File: src/rtl/i2c_io_master_pkg.sv
// Shared types and defaults for the two-requester I2C I/O-extender master.
package i2c_master_pkg;

    typedef enum logic [2:0] {
        IDLE  = 3'd0,
        START = 3'd1,
        ADDR  = 3'd2,
        ACK_A = 3'd3,
        DATA  = 3'd4,
        ACK_D = 3'd5,
        STOP  = 3'd6
    } state_e;

    // Index of the current quarter within one SCL bit-time.
    typedef logic [1:0] quarter_t;

    localparam int         DEF_CLK_DIV   = 125;
    localparam logic [6:0] DEF_SLAVE_ADR = 7'h27;

endpackage

File: src/rtl/i2c_io_master_if.sv
// Requester-side handshake bundle of the I2C master.
interface i2c_io_master_if;

    logic [1:0] req;
    logic [1:0] rnw;
    logic [7:0] wr_data0;
    logic [7:0] wr_data1;
    logic [1:0] done;
    logic       nack;
    logic [7:0] rd_data;
    logic       busy;

    modport master (
        input  req, rnw, wr_data0, wr_data1,
        output done, nack, rd_data, busy
    );

    modport slave (
        output req, rnw, wr_data0, wr_data1,
        input  done, nack, rd_data, busy
    );

endinterface

File: src/rtl/i2c_tick_gen.sv
// Quarter-bit tick generator: one tick every CLK_DIV cycles while enabled.
module i2c_tick_gen
    import i2c_master_pkg::*;
#(
    parameter int CLK_DIV = DEF_CLK_DIV
) (
    input  logic     clk,
    input  logic     rst_n,
    input  logic     clr,
    input  logic     en,
    output logic     tick,
    output quarter_t q
);

    localparam int             CW   = $clog2(CLK_DIV);
    localparam logic [CW-1:0]  LAST = CW'(CLK_DIV - 1);

    logic [CW-1:0] cnt;

    assign tick = en && (cnt == LAST);

    // NOTE: sequential state uses non-blocking assignments so every flop samples pre-edge values.
    always_ff @(posedge clk or negedge rst_n) begin
        if (!rst_n) begin
            cnt <= '0;
            q   <= '0;
        end else if (clr) begin
            cnt <= '0;
            q   <= '0;
        end else if (tick) begin
            cnt <= '0;
            q   <= q + 2'd1;
        end else if (en) begin
            cnt <= cnt + CW'(1);
        end
    end

endmodule

File: src/rtl/i2c_io_master.sv
// One-byte I2C write/read sequencer to an I/O extender, shared round-robin by two requesters.
module i2c_io_master
    import i2c_master_pkg::*;
#(
    parameter int         CLK_DIV   = DEF_CLK_DIV,
    parameter logic [6:0] SLAVE_ADR = DEF_SLAVE_ADR
) (
    input  logic              clk,
    input  logic              rst_n,
    i2c_io_master_if.master   bus,
    output logic              scl_oe,
    output logic              sda_oe,
    input  logic              sda_in
);

    localparam logic [2:0] S_IDLE  = 3'(IDLE);
    localparam logic [2:0] S_START = 3'(START);
    localparam logic [2:0] S_ADDR  = 3'(ADDR);
    localparam logic [2:0] S_ACK_A = 3'(ACK_A);
    localparam logic [2:0] S_DATA  = 3'(DATA);
    localparam logic [2:0] S_ACK_D = 3'(ACK_D);
    localparam logic [2:0] S_STOP  = 3'(STOP);

    logic [2:0] state;
    logic [2:0] bit_cnt;
    logic [7:0] shreg;
    logic [7:0] wr_byte;
    logic [7:0] rd_byte;
    logic [1:0] done_r;
    logic [1:0] sync;
    logic       op_rd, owner, last, nack_flag, nack_r;
    logic       busy, grant, winner, tick, end_bit, sample, sda_s;
    quarter_t   q;

    i2c_tick_gen #(.CLK_DIV(CLK_DIV)) u_tick (
        .clk   (clk),
        .rst_n (rst_n),
        .clr   (grant),
        .en    (busy),
        .tick  (tick),
        .q     (q)
    );

    assign busy    = (state != S_IDLE);
    // No grant while done is pulsing, so a requester always sees done before it can be re-served.
    assign grant   = !busy && (done_r == 2'b00) && (bus.req != 2'b00);
    assign winner  = (bus.req == 2'b11) ? ~last : bus.req[1];
    assign end_bit = tick && (q == 2'd3);
    assign sample  = tick && (q == 2'd2);
    assign sda_s   = sync[1];

    assign bus.busy    = busy;
    assign bus.done    = done_r;
    assign bus.nack    = nack_r;
    assign bus.rd_data = rd_byte;

    // Idle bus reads high, so the synchronizer resets to released.
    always_ff @(posedge clk or negedge rst_n) begin
        if (!rst_n) sync <= 2'b11;
        else        sync <= {sync[0], sda_in};
    end

    always_ff @(posedge clk or negedge rst_n) begin
        if (!rst_n) begin
            state     <= S_IDLE;
            bit_cnt   <= '0;
            shreg     <= '0;
            wr_byte   <= '0;
            rd_byte   <= '0;
            op_rd     <= 1'b0;
            owner     <= 1'b0;
            last      <= 1'b1;
            nack_flag <= 1'b0;
            done_r    <= '0;
            nack_r    <= 1'b0;
        end else begin
            done_r <= '0;
            nack_r <= 1'b0;
            case (state)
                S_IDLE: if (grant) begin
                    state     <= S_START;
                    owner     <= winner;
                    last      <= winner;
                    op_rd     <= bus.rnw[winner];
                    wr_byte   <= winner ? bus.wr_data1 : bus.wr_data0;
                    shreg     <= {SLAVE_ADR, bus.rnw[winner]};
                    nack_flag <= 1'b0;
                    bit_cnt   <= '0;
                end
                S_START: if (end_bit) state <= S_ADDR;
                S_ADDR: if (end_bit) begin
                    shreg   <= {shreg[6:0], 1'b0};
                    bit_cnt <= bit_cnt + 3'd1;
                    if (bit_cnt == 3'd7) state <= S_ACK_A;
                end
                S_ACK_A: begin
                    if (sample && sda_s) nack_flag <= 1'b1;
                    if (end_bit) begin
                        state <= nack_flag ? S_STOP : S_DATA;
                        shreg <= wr_byte;
                    end
                end
                S_DATA: begin
                    if (sample && op_rd) shreg <= {shreg[6:0], sda_s};
                    if (end_bit) begin
                        if (!op_rd) shreg <= {shreg[6:0], 1'b0};
                        bit_cnt <= bit_cnt + 3'd1;
                        if (bit_cnt == 3'd7) begin
                            state <= S_ACK_D;
                            if (op_rd) rd_byte <= shreg;
                        end
                    end
                end
                S_ACK_D: begin
                    if (sample && !op_rd && sda_s) nack_flag <= 1'b1;
                    if (end_bit) state <= S_STOP;
                end
                S_STOP: if (end_bit) begin
                    state  <= S_IDLE;
                    done_r <= owner ? 2'b10 : 2'b01;
                    nack_r <= nack_flag;
                end
                default: state <= S_IDLE;
            endcase
        end
    end

    // NOTE: defaults first in combinational blocks so no path leaves an output unassigned (no latches).
    always_comb begin
        scl_oe = 1'b0;
        sda_oe = 1'b0;
        case (state)
            S_START: begin
                sda_oe = q[1];
                scl_oe = (q == 2'd3);
            end
            S_ADDR: begin
                scl_oe = ~q[1];
                sda_oe = ~shreg[7];
            end
            S_DATA: begin
                scl_oe = ~q[1];
                sda_oe = !op_rd && !shreg[7];
            end
            S_ACK_A, S_ACK_D: scl_oe = ~q[1];
            S_STOP: begin
                scl_oe = (q == 2'd0);
                sda_oe = ~q[1];
            end
            default: ;
        endcase
    end

endmodule

File: src/flat_wrapper.sv
// flat-port wrapper written by rule: the top's interface ports become plain ports
module i2c_io_master_flat import i2c_master_pkg::*;
#(
    parameter int         CLK_DIV   = DEF_CLK_DIV,
    parameter logic [6:0] SLAVE_ADR = DEF_SLAVE_ADR
)
  (clk, rst_n, scl_oe, sda_oe, sda_in, bus_req, bus_rnw, bus_wr_data0, bus_wr_data1, bus_done, bus_nack, bus_rd_data, bus_busy);
  i2c_io_master_if bus_i ();
  input  logic clk;
  input  logic rst_n;
  output logic scl_oe;
  output logic sda_oe;
  input  logic sda_in;
  input wire logic [$bits(bus_i.req)-1:0] bus_req;
  input wire logic [$bits(bus_i.rnw)-1:0] bus_rnw;
  input wire logic [$bits(bus_i.wr_data0)-1:0] bus_wr_data0;
  input wire logic [$bits(bus_i.wr_data1)-1:0] bus_wr_data1;
  output wire logic [$bits(bus_i.done)-1:0] bus_done;
  output wire logic [$bits(bus_i.nack)-1:0] bus_nack;
  output wire logic [$bits(bus_i.rd_data)-1:0] bus_rd_data;
  output wire logic [$bits(bus_i.busy)-1:0] bus_busy;
  assign bus_i.req = bus_req;
  assign bus_i.rnw = bus_rnw;
  assign bus_i.wr_data0 = bus_wr_data0;
  assign bus_i.wr_data1 = bus_wr_data1;
  assign bus_done = bus_i.done;
  assign bus_nack = bus_i.nack;
  assign bus_rd_data = bus_i.rd_data;
  assign bus_busy = bus_i.busy;
  i2c_io_master #(.CLK_DIV(CLK_DIV), .SLAVE_ADR(SLAVE_ADR)) u_core (.clk(clk), .rst_n(rst_n), .bus(bus_i), .scl_oe(scl_oe), .sda_oe(sda_oe), .sda_in(sda_in));
endmodule
File: config.mk
export PLATFORM = sky130hd
export DESIGN_NAME = i2c_io_master_flat
export DESIGN_NICKNAME = d
export VERILOG_FILES = /design/src/rtl/i2c_io_master_pkg.sv /design/src/rtl/i2c_io_master_if.sv /design/src/rtl/i2c_tick_gen.sv /design/src/rtl/i2c_io_master.sv /design/src/flat_wrapper.sv
export SDC_FILE = /design/constraint.sdc
export NUM_CORES = 1
export LEC_CHECK = 0
export ABC_AREA = 1
export CAP_MARGIN = 20
export CORE_MARGIN = 2
export CORE_UTILIZATION = 54
export DETAILED_ROUTE_END_ITERATION = 8
export PLACE_DENSITY = 0.83
export SETUP_SLACK_MARGIN = 0.2
export SLEW_MARGIN = 15
export SYNTH_ARGS = -nofsm -noshare
export SYNTH_HDL_FRONTEND = slang
export SYNTH_SLANG_ARGS = --single-unit
File: constraint.sdc
create_clock -name clk -period 4.3 [get_ports clk]
set_clock_uncertainty 0.15 [all_clocks]
set_input_delay 0.86 -clock clk [delete_from_list [all_inputs] [get_ports clk]]
set_output_delay 0.86 -clock clk [all_outputs]
set_load 0.02 [all_outputs]
==> results.tsv, run 1 <==
metric	value	unit
status	completed	
Synth area leader	dfrtp_1	
post_cts resized	0	
Switch Pwr	0.162	mW
router iterations before antenna repair	4	
Worst Setup SP	u_core.state[1]$_DFFE_PN0P_	
Async S/R FF share, synth	100	%
Critical Path Max Stage Delay	0.63	ns
total CTS buffers	5	
synth cell count leaders	nand2_1 (68), dfrtp_1 (45), inv_1 (36), nor2_1 (36), nand3_1 (23)	
initial drt markers	161	
CP Launch Type	register	
DP Worst Slack	1.08	ns
vias in the first global route	2079	
final setup fails	0	
filler instances	406	
Hold Path Depth	0	
vias	2268	
switching part of the total	21.2	%
library cells used by synthesis	36	
portion of total power attributed to the clock network	36.1	%
placed inst area	3100	um2
largest net degree at the start of global routing	49	
hold path endpoint	u_core.sync[1]$_DFF_PN1_	
Power Density	239	nW/um2
diodes inserted	0	
combinational power share	4.6	%
layout cells sized above 1	13.0	%
FF-to-FF End	u_core.u_tick.cnt[6]$_DFFE_PN0P_	
critical path class	register to output port	
post-CTS setup buffer count	0	
# H-tree levels	2	
Pint	0.602	mW
die area	5580	um2
final WL	5390	um
die width	74.7	um
Worst Hold Margin	0.215	ns
row cnt	25	
drt wl/cell	12.6	um
Reg power frac	59.3	%
GPL Wtd Cong	0.869	
Design Area, Final	3200	um2
worst slew pin tran	0.578	ns
worst hold path class	register to register	
Tcrit/Tclk final	76.3	%
sequential element share of the synthesized area	44.7	%
multi-input logic area	1290	um2
fmax	305	MHz
Slew Limit Headroom	61.0	%
Post-synth EDFFs	0	
critical path's slowest cell	clkdlybuf4s50_1	
CP Capture Type	output port	
num ports	37	
PortBufs	36	
top cell family by delay on the critical path	buffers and inverters	
maximum clock insertion buffer count	2	
CP cell instances	inv_2, nor2_2, nand2_1, nand2_1, o211ai_1, o211ai_1, clkdlybuf4s50_1	
RSZ-0062 raised after global routing	no	
CTS sink cnt	48	
Hold-fix buffers, CTS	0	
share of the synthesized area in the top cell type	41.7	%
Post-Syn Instances	322	
Reg area	1200	um2
crit path max fanout	8	
DRT antenna net count	0	
Reg2Reg Depth	8	
Cell Area, Synth	2700	um2
Root Driver	clkbuf_8	
total grt overflow	0	
clock slew at reported path FFs	0.08	ns
max_cap viols	0	
DRC Markers	0	
fin crit period	3.28	ns
Primary FF master, synth	dfrtp_1	
Peak VDD IR	177	uV
initial antenna violation count	0	
Initial Util	56.4	%
setup TNS	0	ns
Global Route Usage Sum	21.7	%
min-delay src	u_core.sync[0]$_DFF_PN1_	
layout overhead on the synthesized area	18.6	%
Slew Viols, Final	0	
CTS tree	done	
post-DP HPWL	3990	um
worst setup margin	1.02	ns
Final Hold Fails	0	
first-pass GRT wire length	9340	um
core footprint	4790	um2
Syn Nets	354	
Reg2Reg Launch Point	u_core.state[2]$_DFFE_PN0P_	
Die H	74.7	um
synth top area cells	dfrtp_1 (42%), nand2_1 (9.5%), inv_1 (5.0%), nor2_1 (5.0%), nand3_1 (4.3%)	
most common cell in the netlist	nand2_1	
R2R Setup Slk	2.28	ns
synth warn	0	
leakage power	1.58	nW
Buf/Inv on CP	2	
Layout Nets	393	
Data required, critical path	3.29	ns
via/cell ratio	5.29	
Arr. time, crit path	2.27	ns
total power	0.764	mW
later-pin clock latency in the skew report	0.30	ns
Synth Area per Inst	8.38	um2
#FFs+latches synth	48	
==> registers in the layout, indices dropped and copies added, names as in the netlist <==
| signal | cells |
|---|---|
| u_core.bit_cnt | 3 |
| u_core.bus.nack | 1 |
| u_core.nack_flag | 1 |
| u_core.last | 1 |
| u_core.op_rd | 1 |
| u_core.owner | 1 |
| u_core.u_tick.q | 2 |
| u_core.bus.done | 2 |
| u_core.sync | 2 |
| u_core.state | 3 |
| u_core.shreg | 8 |
| u_core.u_tick.cnt | 7 |
| u_core.bus.rd_data | 8 |
| u_core.wr_byte | 8 |
==> cell type report <==
cell class | count | share of cell area, %
clock inverter | 1 | 0.235
clock buffer | 7 | 2.70
tap | 67 | 2.62
multi-input combinational | 226 | 40.3
inverter | 43 | 5.08
sequential | 48 | 37.6
timing repair buffer | 37 | 11.4
==> worst max-delay path by stage <==
stage / to / slack, ns / cells past startpoint
after floorplan: sda_oe / 2.09 / 5
after global placement: u_core.u_tick.cnt[6]$_DFFE_PN0P_ / 1.16 / 8
after detailed placement: u_core.u_tick.cnt[6]$_DFFE_PN0P_ / 1.08 / 8
after CTS: sda_oe / 1.01 / 7
after global routing: sda_oe / 0.84 / 7
final: sda_oe / 1.02 / 7
==> per-layer routing <==
layer / global-route usage [%] / share of wire (%)
met3: 4.82 / 5.3
met2: 34.4 / 46
met4: 7.34 / 1.4
met1: 29.8 / 47
met5: 0 / 0
==> placed cells by master, fill, tap and decap left out, drive strengths merged, types with 9 or more instances in the layout <==
master / count
clkdlybuf4s50: 35
ha: 9
nand3: 26
o22ai: 12
inv: 42
dfrtp: 45
a21oi: 12
o21ai: 30
nand2: 74
nor2: 42
==> power by group through the flow <==
stage / Clock [mW] / Combinational, mW / Sequential (mW)
6_report: 0.276 / 0.0350 / 0.453
5_1_grt: 0.302 / 0.0395 / 0.453
4_1_cts: 0.281 / 0.0357 / 0.453
3_5_place_dp: 0 / 0.0356 / 0.462
3_3_place_gp: 0 / 0.0351 / 0.462
2_1_floorplan: 0 / 0.00559 / 0.462
==> kinds of logic (layout without fill, tap and decap cells) <==
family / count (synthesis) / in the layout / synth area share [%]
AOI/OAI and AO/OA: 62 / 62 / 13.9
xor gates and xnor gates: 3 / 3 / 0.974
adders and majority gates: 9 / 9 / 4.17
buffers and inverters: 48 / 88 / 7.51
DFF: 48 / 48 / 44.7
and+or+nand+nor: 152 / 152 / 28.8
==> metrics by stage <==
stage	utilization, %	cells
after floorplan	-	322
after global placement	64.7	420
after detailed placement	64.7	420
after CTS	66.7	428
after global routing	66.9	429
final	66.9	429
Note: power is estimated with default switching activity, not from simulation.
==> inputs of run 2 (changes only) <==
Settings changed: CORE_UTILIZATION 54 to 49, PLACE_DENSITY 0.83 to 0.79.
Clock period 4.3 ns to 2.77 ns, I/O delays scaled along.
==> run 2 against run 1 <==
  * Final cell count is 1.9% higher
  * Non-clock buffer count up 3
  * Critical path depth shrank 3
  * Clock power rose by 43%
  * Final area is 0.35% higher
  * Register-to-register slack got worse by 1.5 ns
  * Global-route usage decreased by 1.8 points
  * Sequential share of layout area fell by 0.093 points
  * Count of clock-buffer cells in the layout unchanged
  * Combinational power up 58%
  * Via count down 1.2%
  * Critical endpoint is now bus_busy
==> results.tsv, run 2 (synthesized netlist as in run 1, its figures left out) <==
metric	value	unit
final WL	5520	um
diodes inserted	0	
worst slew pin tran	0.616	ns
CP Launch Type	register	
Reg2Reg Launch Point	u_core.u_tick.cnt[0]$_DFFE_PN0P_	
Reg area	1210	um2
setup TNS	0	ns
layout overhead on the synthesized area	19.1	%
final cell utilization of the core	59.4	%
final setup fails	0	
M3 GR Usage	3.56	%
crit path to	bus_busy	
# H-tree levels	2	
Worst Hold Margin	0.183	ns
fmax	404	MHz
Worst Setup SP	u_core.state[2]$_DFFE_PN0P_	
maximum clock insertion buffer count	2	
Initial Util	49.9	%
R2R Setup Slk	0.79	ns
die area	6110	um2
Arr. time, crit path	1.77	ns
CP Capture Type	output port	
vias in the first global route	2202	
Slew Viols, Final	0	
max_cap viols	0	
DRT antenna net count	0	
Die H	78.2	um
layer with the highest usage	met2	
total CTS buffers	5	
initial antenna violation count	0	
first-pass GRT wire length	9720	um
RSZ-0062 raised after global routing	no	
met2 Use GR	32.2	%
most common cell after layout, fill and taps aside	nand2_1	
Final Hold Fails	0	
layout cells sized above 1	14.2	%
total power	1.15	mW
drt wl/cell	12.6	um
post-route insts no fill	437	
worst setup margin	0.294	ns
Root Driver	clkbuf_8	
clock slew at reported path FFs	0.08	ns
multi-input logic area	1290	um2
Data required, critical path	2.07	ns
Power Density	359	nW/um2
status	completed	
GPL Wtd Cong	0.920	
Global Route Usage Sum	20.0	%
later-pin clock latency in the skew report	0.30	ns
total grt overflow	0	
M1 GR Usage	26.7	%
Peak VDD IR	232	uV
critical path class	register to output port	
Reg2Reg Depth	11	
router iterations before antenna repair	4	
die width	78.2	um
initial drt markers	136	
Layout Nets	396	
DRC Markers	0	
post-DP HPWL	4130	um
crit path max fanout	11	
fin crit period	2.48	ns
CTS sink cnt	48	
Hold-fix buffers, CTS	0	
core footprint	5410	um2
vias	2241	
row cnt	27	
via/cell ratio	5.13	
Design Area, Final	3210	um2
Tcrit/Tclk final	89.4	%
Slew Limit Headroom	58.5	%
DP Worst Slack	0.187	ns
largest net degree at the start of global routing	49	
filler instances	504	
placed inst area	3130	um2
leakage power	1.59	nW
num ports	37	
dpl cells	429	
worst hold path class	input pin to asynchronous set/reset pin	
PortBufs	36	
CTS tree	done	
most frequent cells in the layout	nand2_1 (67), dfrtp_1 (44), inv_1 (36), nor2_1 (36), clkdlybuf4s50_1 (33)	
FF-to-FF End	u_core.shreg[3]$_DFFE_PN0P_	
[run 2: metal layers]
metal | part of all wire (%) | routed length, um | up-vias
li1 | - | - | 1137
met1 | 46 | 2560 | 1021
met2 | 46 | 2550 | 75
met3 | 5.5 | 303 | 8
met4 | 1.9 | 103 | 0
met5 | 0 | 0 | -
[run 2: how the worst min path moves through the flow]
stage                             startpoint                                end  slack [ns]  cells past startpoint
global placement    u_core.sync[0]$_DFF_PN1_           u_core.sync[1]$_DFF_PN1_        0.20                      0
CTS                                    rst_n  u_core.bus.rd_data[3]$_DFFE_PN0P_        0.21                      2
global route        u_core.sync[0]$_DFF_PN1_           u_core.sync[1]$_DFF_PN1_        0.22                      0
finish                                 rst_n  u_core.bus.rd_data[3]$_DFFE_PN0P_        0.18                      2
detailed placement  u_core.sync[0]$_DFF_PN1_           u_core.sync[1]$_DFF_PN1_        0.20                      0
floorplan                              rst_n      u_core.bit_cnt[0]$_DFFE_PN0P_        0.11                      0
[run 2: layout make-up]
cell class                      instances  share of cell area, %
Multi-Input combinational cell        226                   40.2
Sequential cell                        48                   37.6
Timing Repair Buffer                   40                   11.8
Inverter                               43                   5.06
Tap cell                               72                   2.80
Clock buffer                            7                   2.38
Clock inverter                          1                  0.156
[run 2: repair_timing]
action | 4_1_cts | 5_1_grt
setup buffers | 0 | 0
endpoints found under the setup margin | 2 | 1
gates resized for setup | 2 | 4
hold endpoints to repair | 0 | 0
[run 2: report_power, final]
part | switching [mW] | internal (mW) | leakage, nW | total [mW]
sequential | 0.000689 | 0.703 | 0.555 | 0.703
combinational | 0.0242 | 0.0310 | 0.998 | 0.0552
clock | 0.217 | 0.177 | 0.0422 | 0.395
total | 0.242 | 0.911 | 1.59 | 1.15
[run 2: critical path, stage by stage, from the launching register on]
cell,delay [ns]
dfrtp_1,0.41
buf_4,0.18
nor2_2,0.15
nand2_4,0.16
clkdlybuf4s50_1,0.57
